===== config.mk =====
export PLATFORM = sky130hd
export DESIGN_NAME = pipe_ctrl
export DESIGN_NICKNAME = d
export VERILOG_FILES = /design/src/rtl/pipe_ctrl_pkg.sv /design/src/rtl/pipe_ctrl_stall_watchdog.sv /design/src/rtl/pipe_ctrl.sv
export SDC_FILE = /design/constraint.sdc
export NUM_CORES = 1
export LEC_CHECK = 0
export CAP_MARGIN = 20
export CORE_MARGIN = 2
export CORE_UTILIZATION = 39
export CTS_CLUSTER_SIZE = 40
export DETAILED_ROUTE_END_ITERATION = 8
export HOLD_SLACK_MARGIN = 0.02
export PLACE_DENSITY = 0.9
export SYNTH_ARGS = -nofsm -noshare
export SYNTH_HDL_FRONTEND = slang
export SYNTH_SLANG_ARGS = --single-unit

===== constraint.sdc =====
create_clock -name clk -period 2.75 [get_ports clk]
set_input_delay 0.4125 -clock clk [delete_from_list [all_inputs] [get_ports clk]]
set_output_delay 0.4125 -clock clk [all_outputs]
set_load 0.1 [all_outputs]

===== src/rtl/pipe_ctrl_pkg.sv =====
// Shared pipeline control definitions: per-stage stall masks, the ERET
// exception code, the default exception entry address and controller states.
// Imported by every pipeline stage that needs the stall or exception encodings.
package pipe_ctrl_pkg;

  // stall bit order: 0 PC, 1 IF/ID-in, 2 ID/EX, 3 EX/MEM, 4 MEM/WB, 5 WB
  localparam logic [5:0] STALL_MASK_IF  = 6'b000011;
  localparam logic [5:0] STALL_MASK_ID  = 6'b000111;
  localparam logic [5:0] STALL_MASK_EX  = 6'b001111;
  localparam logic [5:0] STALL_MASK_MEM = 6'b011111;

  localparam logic [31:0] EXC_NONE        = 32'h0000_0000;
  localparam logic [31:0] EXC_ERET        = 32'h0000_000e;
  localparam logic [31:0] EXC_VECTOR_DEF  = 32'h0000_0020;

  typedef enum logic {
    ST_RUN     = 1'b0,
    ST_RECOVER = 1'b1
  } ctrl_state_t;

  // Masks nest, so OR-ing them leaves the deepest requesting stage in charge.
  function automatic logic [5:0] stall_mask(input logic req_if, input logic req_id,
                                            input logic req_ex, input logic req_mem);
    logic [5:0] m;
    m = 6'b0;
    if (req_if)  m = m | STALL_MASK_IF;
    if (req_id)  m = m | STALL_MASK_ID;
    if (req_ex)  m = m | STALL_MASK_EX;
    if (req_mem) m = m | STALL_MASK_MEM;
    return m;
  endfunction

endpackage


===== src/rtl/pipe_ctrl_stall_watchdog.sv =====
// stall_watchdog: counts consecutive stalled cycles (8-bit, saturating) and
// raises a sticky timeout flag on the edge the count reaches STALL_LIMIT.
// Ports: clk, rst (sync, active-high), stalled (PC held this cycle),
//        timeout (sticky until reset).
module stall_watchdog #(
  parameter int unsigned STALL_LIMIT = 255
) (
  input  logic clk,
  input  logic rst,
  input  logic stalled,
  output logic timeout
);

  localparam logic [7:0] LIMIT = 8'(STALL_LIMIT);

  logic [7:0] r_cnt;
  logic       r_timeout;
  logic [7:0] w_cnt_inc;

  assign w_cnt_inc = r_cnt + 8'd1;

  always_ff @(posedge clk) begin
    if (rst) begin
      r_cnt     <= 8'd0;
      r_timeout <= 1'b0;
    end else if (stalled) begin
      if (r_cnt != 8'hFF) begin
        r_cnt <= w_cnt_inc;
        if (w_cnt_inc == LIMIT) r_timeout <= 1'b1;
      end
    end else begin
      r_cnt <= 8'd0;
    end
  end

  assign timeout = r_timeout;

endmodule


===== src/rtl/pipe_ctrl.sv =====
// pipe_ctrl: pipeline hazard / exception controller.
// Inputs : clk, rst (sync, active-high), stallreq_from_{if,id,ex,mem},
//          excepttype_i (0 none, 0xe ERET), cp0_epc_i.
// Outputs: stall[5:0] per-stage hold, flush, new_pc (redirect target),
//          stall_timeout (sticky), stall_cycles (total PC-stalled cycles).
// stall/flush/new_pc are combinational; counters are registered.
module pipe_ctrl
  import pipe_ctrl_pkg::*;
#(
  parameter int unsigned STALL_LIMIT = 255,
  parameter logic [31:0] EXC_VECTOR  = EXC_VECTOR_DEF
) (
  input  logic        clk,
  input  logic        rst,
  input  logic        stallreq_from_if,
  input  logic        stallreq_from_id,
  input  logic        stallreq_from_ex,
  input  logic        stallreq_from_mem,
  input  logic [31:0] excepttype_i,
  input  logic [31:0] cp0_epc_i,
  output logic [5:0]  stall,
  output logic        flush,
  output logic [31:0] new_pc,
  output logic        stall_timeout,
  output logic [31:0] stall_cycles
);

  ctrl_state_t r_state;
  ctrl_state_t w_state_nxt;
  logic [5:0]  w_stall;
  logic        w_flush;
  logic [31:0] w_new_pc;
  logic [31:0] r_stall_cycles;

  always_comb begin
    w_stall     = 6'b0;
    w_flush     = 1'b0;
    w_new_pc    = 32'h0;
    w_state_nxt = ST_RUN;
    if (!rst) begin
      if (excepttype_i == EXC_ERET)       w_new_pc = cp0_epc_i;
      else if (excepttype_i != EXC_NONE)  w_new_pc = EXC_VECTOR;
      case (r_state)
        ST_RUN: begin
          if (excepttype_i != EXC_NONE) begin
            // Exception outranks any stall: flushed stages must not hold.
            w_flush     = 1'b1;
            w_state_nxt = ST_RECOVER;
          end else begin
            w_stall = stall_mask(stallreq_from_if, stallreq_from_id,
                                 stallreq_from_ex, stallreq_from_mem);
          end
        end
        // One dead cycle after a flush; MEM may still show the stale
        // exception code, so nothing is acted on here.
        ST_RECOVER: w_state_nxt = ST_RUN;
        default:    w_state_nxt = ST_RUN;
      endcase
    end
  end

  always_ff @(posedge clk) begin
    if (rst) begin
      r_state        <= ST_RUN;
      r_stall_cycles <= 32'h0;
    end else begin
      r_state <= w_state_nxt;
      if (w_stall[0]) r_stall_cycles <= r_stall_cycles + 32'd1;
    end
  end

  stall_watchdog #(.STALL_LIMIT(STALL_LIMIT)) u_wdog (
    .clk     (clk),
    .rst     (rst),
    .stalled (w_stall[0]),
    .timeout (stall_timeout)
  );

  assign stall        = w_stall;
  assign flush        = w_flush;
  assign new_pc       = w_new_pc;
  assign stall_cycles = r_stall_cycles;

endmodule

==> results <==
-- metal layers --
layer	track usage, %	up-vias	wire (um)
met3	6.33	49	839
met1	28.8	1520	3630
met4	8.65	2	526
met2	47.4	196	5790
met5	0	-	11
li1	-	1476	-
-- worst min path at each step --
| stage | cells after the start | slack (ns) | end |
|---|---|---|---|
| 4_1_cts | 2 | 0.48 | u_wdog.timeout |
| 3_3_place_gp | 1 | 0.45 | r_state |
| 6_report | 2 | 0.48 | u_wdog.timeout |
| 2_1_floorplan | 1 | 0.43 | r_state |
| 5_1_grt | 2 | 0.51 | u_wdog.timeout |
| 3_5_place_dp | 2 | 0.47 | u_wdog.timeout |
-- registers in the layout, indices dropped and copies added (netlist names) --
signal          flops
r_state             1
u_wdog.r_cnt        8
stall_cycles       32
u_wdog.timeout      1
-- tightest hold or removal path, delay by kind of cell, from the launching register on --
family,cells,cell delay (ns)
buffers and inverters,1,0.06
AO/OA/AOI/OAI,1,0.06
flip-flops,1,0.32
-- layout by cell type (no fill, tap or decap), drive strengths merged, types with 4 or more instances in the layout --
master | Yosys | final
buf | 8 | 97
a21oi | 27 | 27
dlymetal6s2s | 0 | 7
nand4 | 17 | 17
and2 | 33 | 33
clkdlybuf4s50 | 0 | 62
nor2 | 26 | 26
and4 | 4 | 4
nor4 | 15 | 15
nand3 | 15 | 15
clkbuf | 9 | 9
and3 | 5 | 5
or3 | 17 | 17
nor3 | 11 | 11
nand2 | 20 | 20
inv | 11 | 11
xnor2 | 11 | 11
dfxtp | 42 | 42
o21ai | 18 | 18
-- final cells by class --
type	count	area [um^2]
clock buffer	7	76.3
clock inverter	1	30.0
fill	378	1520
inverter	11	41.3
multi-input combinational	253	1690
sequential	42	841
tap	77	96.3
timing repair buffer	168	1990
-- metrics by stage --
step	setup WS (ns)	area, um^2	utilization (%)	total power [mW]
floorplan	-0.538	2550	-	0.662
global placement	0.0236	4440	70.7	0.778
detailed placement	-0.0327	4440	70.7	0.783
CTS	0.0136	4570	72.9	1.26
global route	-0.221	4760	75.9	1.32
finish	-0.124	4760	75.9	1.28
-- cells by family (layout without fill, tap and decap cells) --
group | Yosys count | in the layout | synth area share, %
flip-flops | 42 | 42 | 33.7
XOR/XNOR | 13 | 13 | 4.56
multiplexers | 4 | 4 | 1.70
other | 1 | 1 | 0.150
AO/OA/AOI/OAI | 56 | 56 | 12.7
adder cells (fa/ha/maj) | 3 | 3 | 1.50
buffers and inverters | 28 | 187 | 4.91
AND/OR/NAND/NOR | 176 | 176 | 40.8
-- report_power, final --
group	internal (mW)	leakage, nW	switching (mW)
combinational	0.105	1.42	0.0720
sequential	0.608	0.338	0.00117
clock	0.272	0.0524	0.220
-- timing repair --
action	CTS	global route
setup buffers	0	4
pin swaps	0	6
endpoints found under the setup margin	12	35
gates cloned	0	3
gates resized for setup	6	34
==> run_results.csv <==
group,metric,value,unit
routing,total_length_of_routed_wires,10800,um
outcome,outcome,"finished with violations",
final_layout,synthToLayoutAreaGrowth,90.7,%
grt,overflow,0,
grt,largest_net_degree_at_the_start_of_global_routing,32,
sta,setup_total_negative_slack,-1.91,ns
sta,final-setup-viol-count,32,
outcome,violations_in_the_final_reports,"negative setup slack",
final_layout,layoutNonFillerInstCount,559,
cts,clock_tree_from_tritoncts,"done",
floorplanning,core_area,6280,um^2
synthesis,syn_nets,396,
routing,vias_per_cell,5.80,
cts,cts_buffers,5,
synthesis,number_of_enable_flip_flop_cells_after_synthesis,0,
sta,measured_slew_at_the_worst_slew_check_pin,0.599,ns
placed_design,dp_cells,544,
power_and_ir_drop,power_leakage,1.81,nW
placed_design,gp_congestion,0.865,
floorplanning,core_rows,29,
grt,first_global_vias,3109,
sta,timing.slew.headroom,59.9,%
sta,final_period_minus_worst_setup_slack,2.87,ns
critical_path,timing.reg2reg.worst_path_depth,5,
critical_path,cell_repeated_most_along_the_worst_path,"sky130_fd_sc_hd__nor4_2",
floorplanning,die_area,7060,um^2
flow_run,max_cap_violations,0,
synthesis,asyncSetResetFlopFracSynth,0,%
sta,timing.final.ws_setup,-0.124,ns
sta,maxSlewViolCount,0,
synthesis,post-synth-top-area-cell,"sky130_fd_sc_hd__dfxtp_1",
grt,antenna_violations_before_repair,1,
final_layout,antenna-diode-count,0,
min_path,hold_path.class,"reg2reg",
cts,tritoncts_sinks,42,
synthesis,ys_top_cells_by_count,"sky130_fd_sc_hd__dfxtp_1 (42), sky130_fd_sc_hd__and2_1 (33), sky130_fd_sc_hd__a21oi_1 (27)",
synthesis,synth_sequential_area_ratio,33.7,%
critical_path,critical_path.startpoint,"excepttype_i[17]",
grt,global_routing_usage_summed_across_all_routing_layers,25.8,%
placed_design,dp.final_hpwl,7340,um
synthesis,dominantRegCellSynth,"sky130_fd_sc_hd__dfxtp_1",
sta,post-route-period-util,104,%
power_and_ir_drop,powerDensity,268,nW/um^2
synthesis,synth.lib_cells_used.distinct,43,
routing,antenna_left,0,
synthesis,synth_most_common_cell,"sky130_fd_sc_hd__dfxtp_1",
sta,hold_viol,0,
sta,worst_clock_skew,0.00635,ns
critical_path,worst_path_largest_cell_delay,0.46,ns
critical_path,ordered_cell_list_for_the_critical_path,"clkdlybuf4s50_1, nor4_2, and4_1, nand2_2, buf_4, nor4_2, buf_12",
critical_path,endpoint,"stall[3]",
synthesis,synth.top_cells.by_area,"sky130_fd_sc_hd__dfxtp_1 (34%), sky130_fd_sc_hd__and2_1 (8.3%), sky130_fd_sc_hd__a21oi_1 (5.4%), sky130_fd_sc_hd__nand4_1 (4.3%), sky130_fd_sc_hd__or3_1 (4.3%)",
sta,hold-worst-slack,0.480,ns
min_path,hold_path_startpoint,"u_wdog.timeout",
critical_path,cpMaxStageDelayCell,"sky130_fd_sc_hd__clkdlybuf4s50_1",
critical_path,critical_path_arrival,2.46,ns
routing,detail_route.iter0.violations,189,
routing,dr_total_vias,3243,
critical_path,reg2reg_from,"stall_cycles[3]",
critical_path,crit_cells,7,
floorplanning,num_io_pins,142,
cts,clockBufferDepth,2,
placed_design,io_buffers,140,
grt,grt_pass1_wl,14800,um
synthesis,yosysWarnings,0,
floorplanning,effective_utilization_at_floorplan,39.8,%
cts,ctsHtreeMaxLevel,2,
synthesis,synthesis.instances,323,
floorplanning,die-width,84.0,um
routing,drt-wirelength-per-cell,19.3,um
cts,cts_hold_buffers,0,
critical_path,timing.critical_path.buf_inv,3,
synthesis,synth_seq_cells,42,
critical_path,end_of_the_worst_register_to_register_path,"stall_cycles[31]",
synthesis,syn-mean-instance-area,7.73,um^2
critical_path,cp-end-kind,"output pin",
critical_path,worst_ep_required_time,2.34,ns
final_layout,layout.nets,554,
critical_path,critical_path.top_delay_family,"simple AND/OR/NAND/NOR gates",
critical_path,worst_setup_path_start_kind,"input port",
critical_path,worst-path-max-fanout,2,
synthesis,post_synthesis_instance_area,2500,um^2
sta,timing.fmax,348,MHz
final_layout,fraction_of_final_layout_cells_sized_beyond_drive_strength_1,33.0,%
synthesis,synth_top_area_share,33.7,%
power_and_ir_drop,vdd_drop_max,164,uV
cts,clkSlewWorstSetupHoldPaths,0.08,ns
floorplanning,chipHeight,84.0,um
critical_path,path_class,"in2out",
critical_path,reg2reg_setup_slack,0.59,ns
routing,drt_pre_antenna_iters,4,
cts,clk_latency,0.30,ns
routing,drc_errors,0,
cts,cts_root_buffer,"sky130_fd_sc_hd__clkbuf_8",
Note: power is estimated with default switching activity, not from simulation.
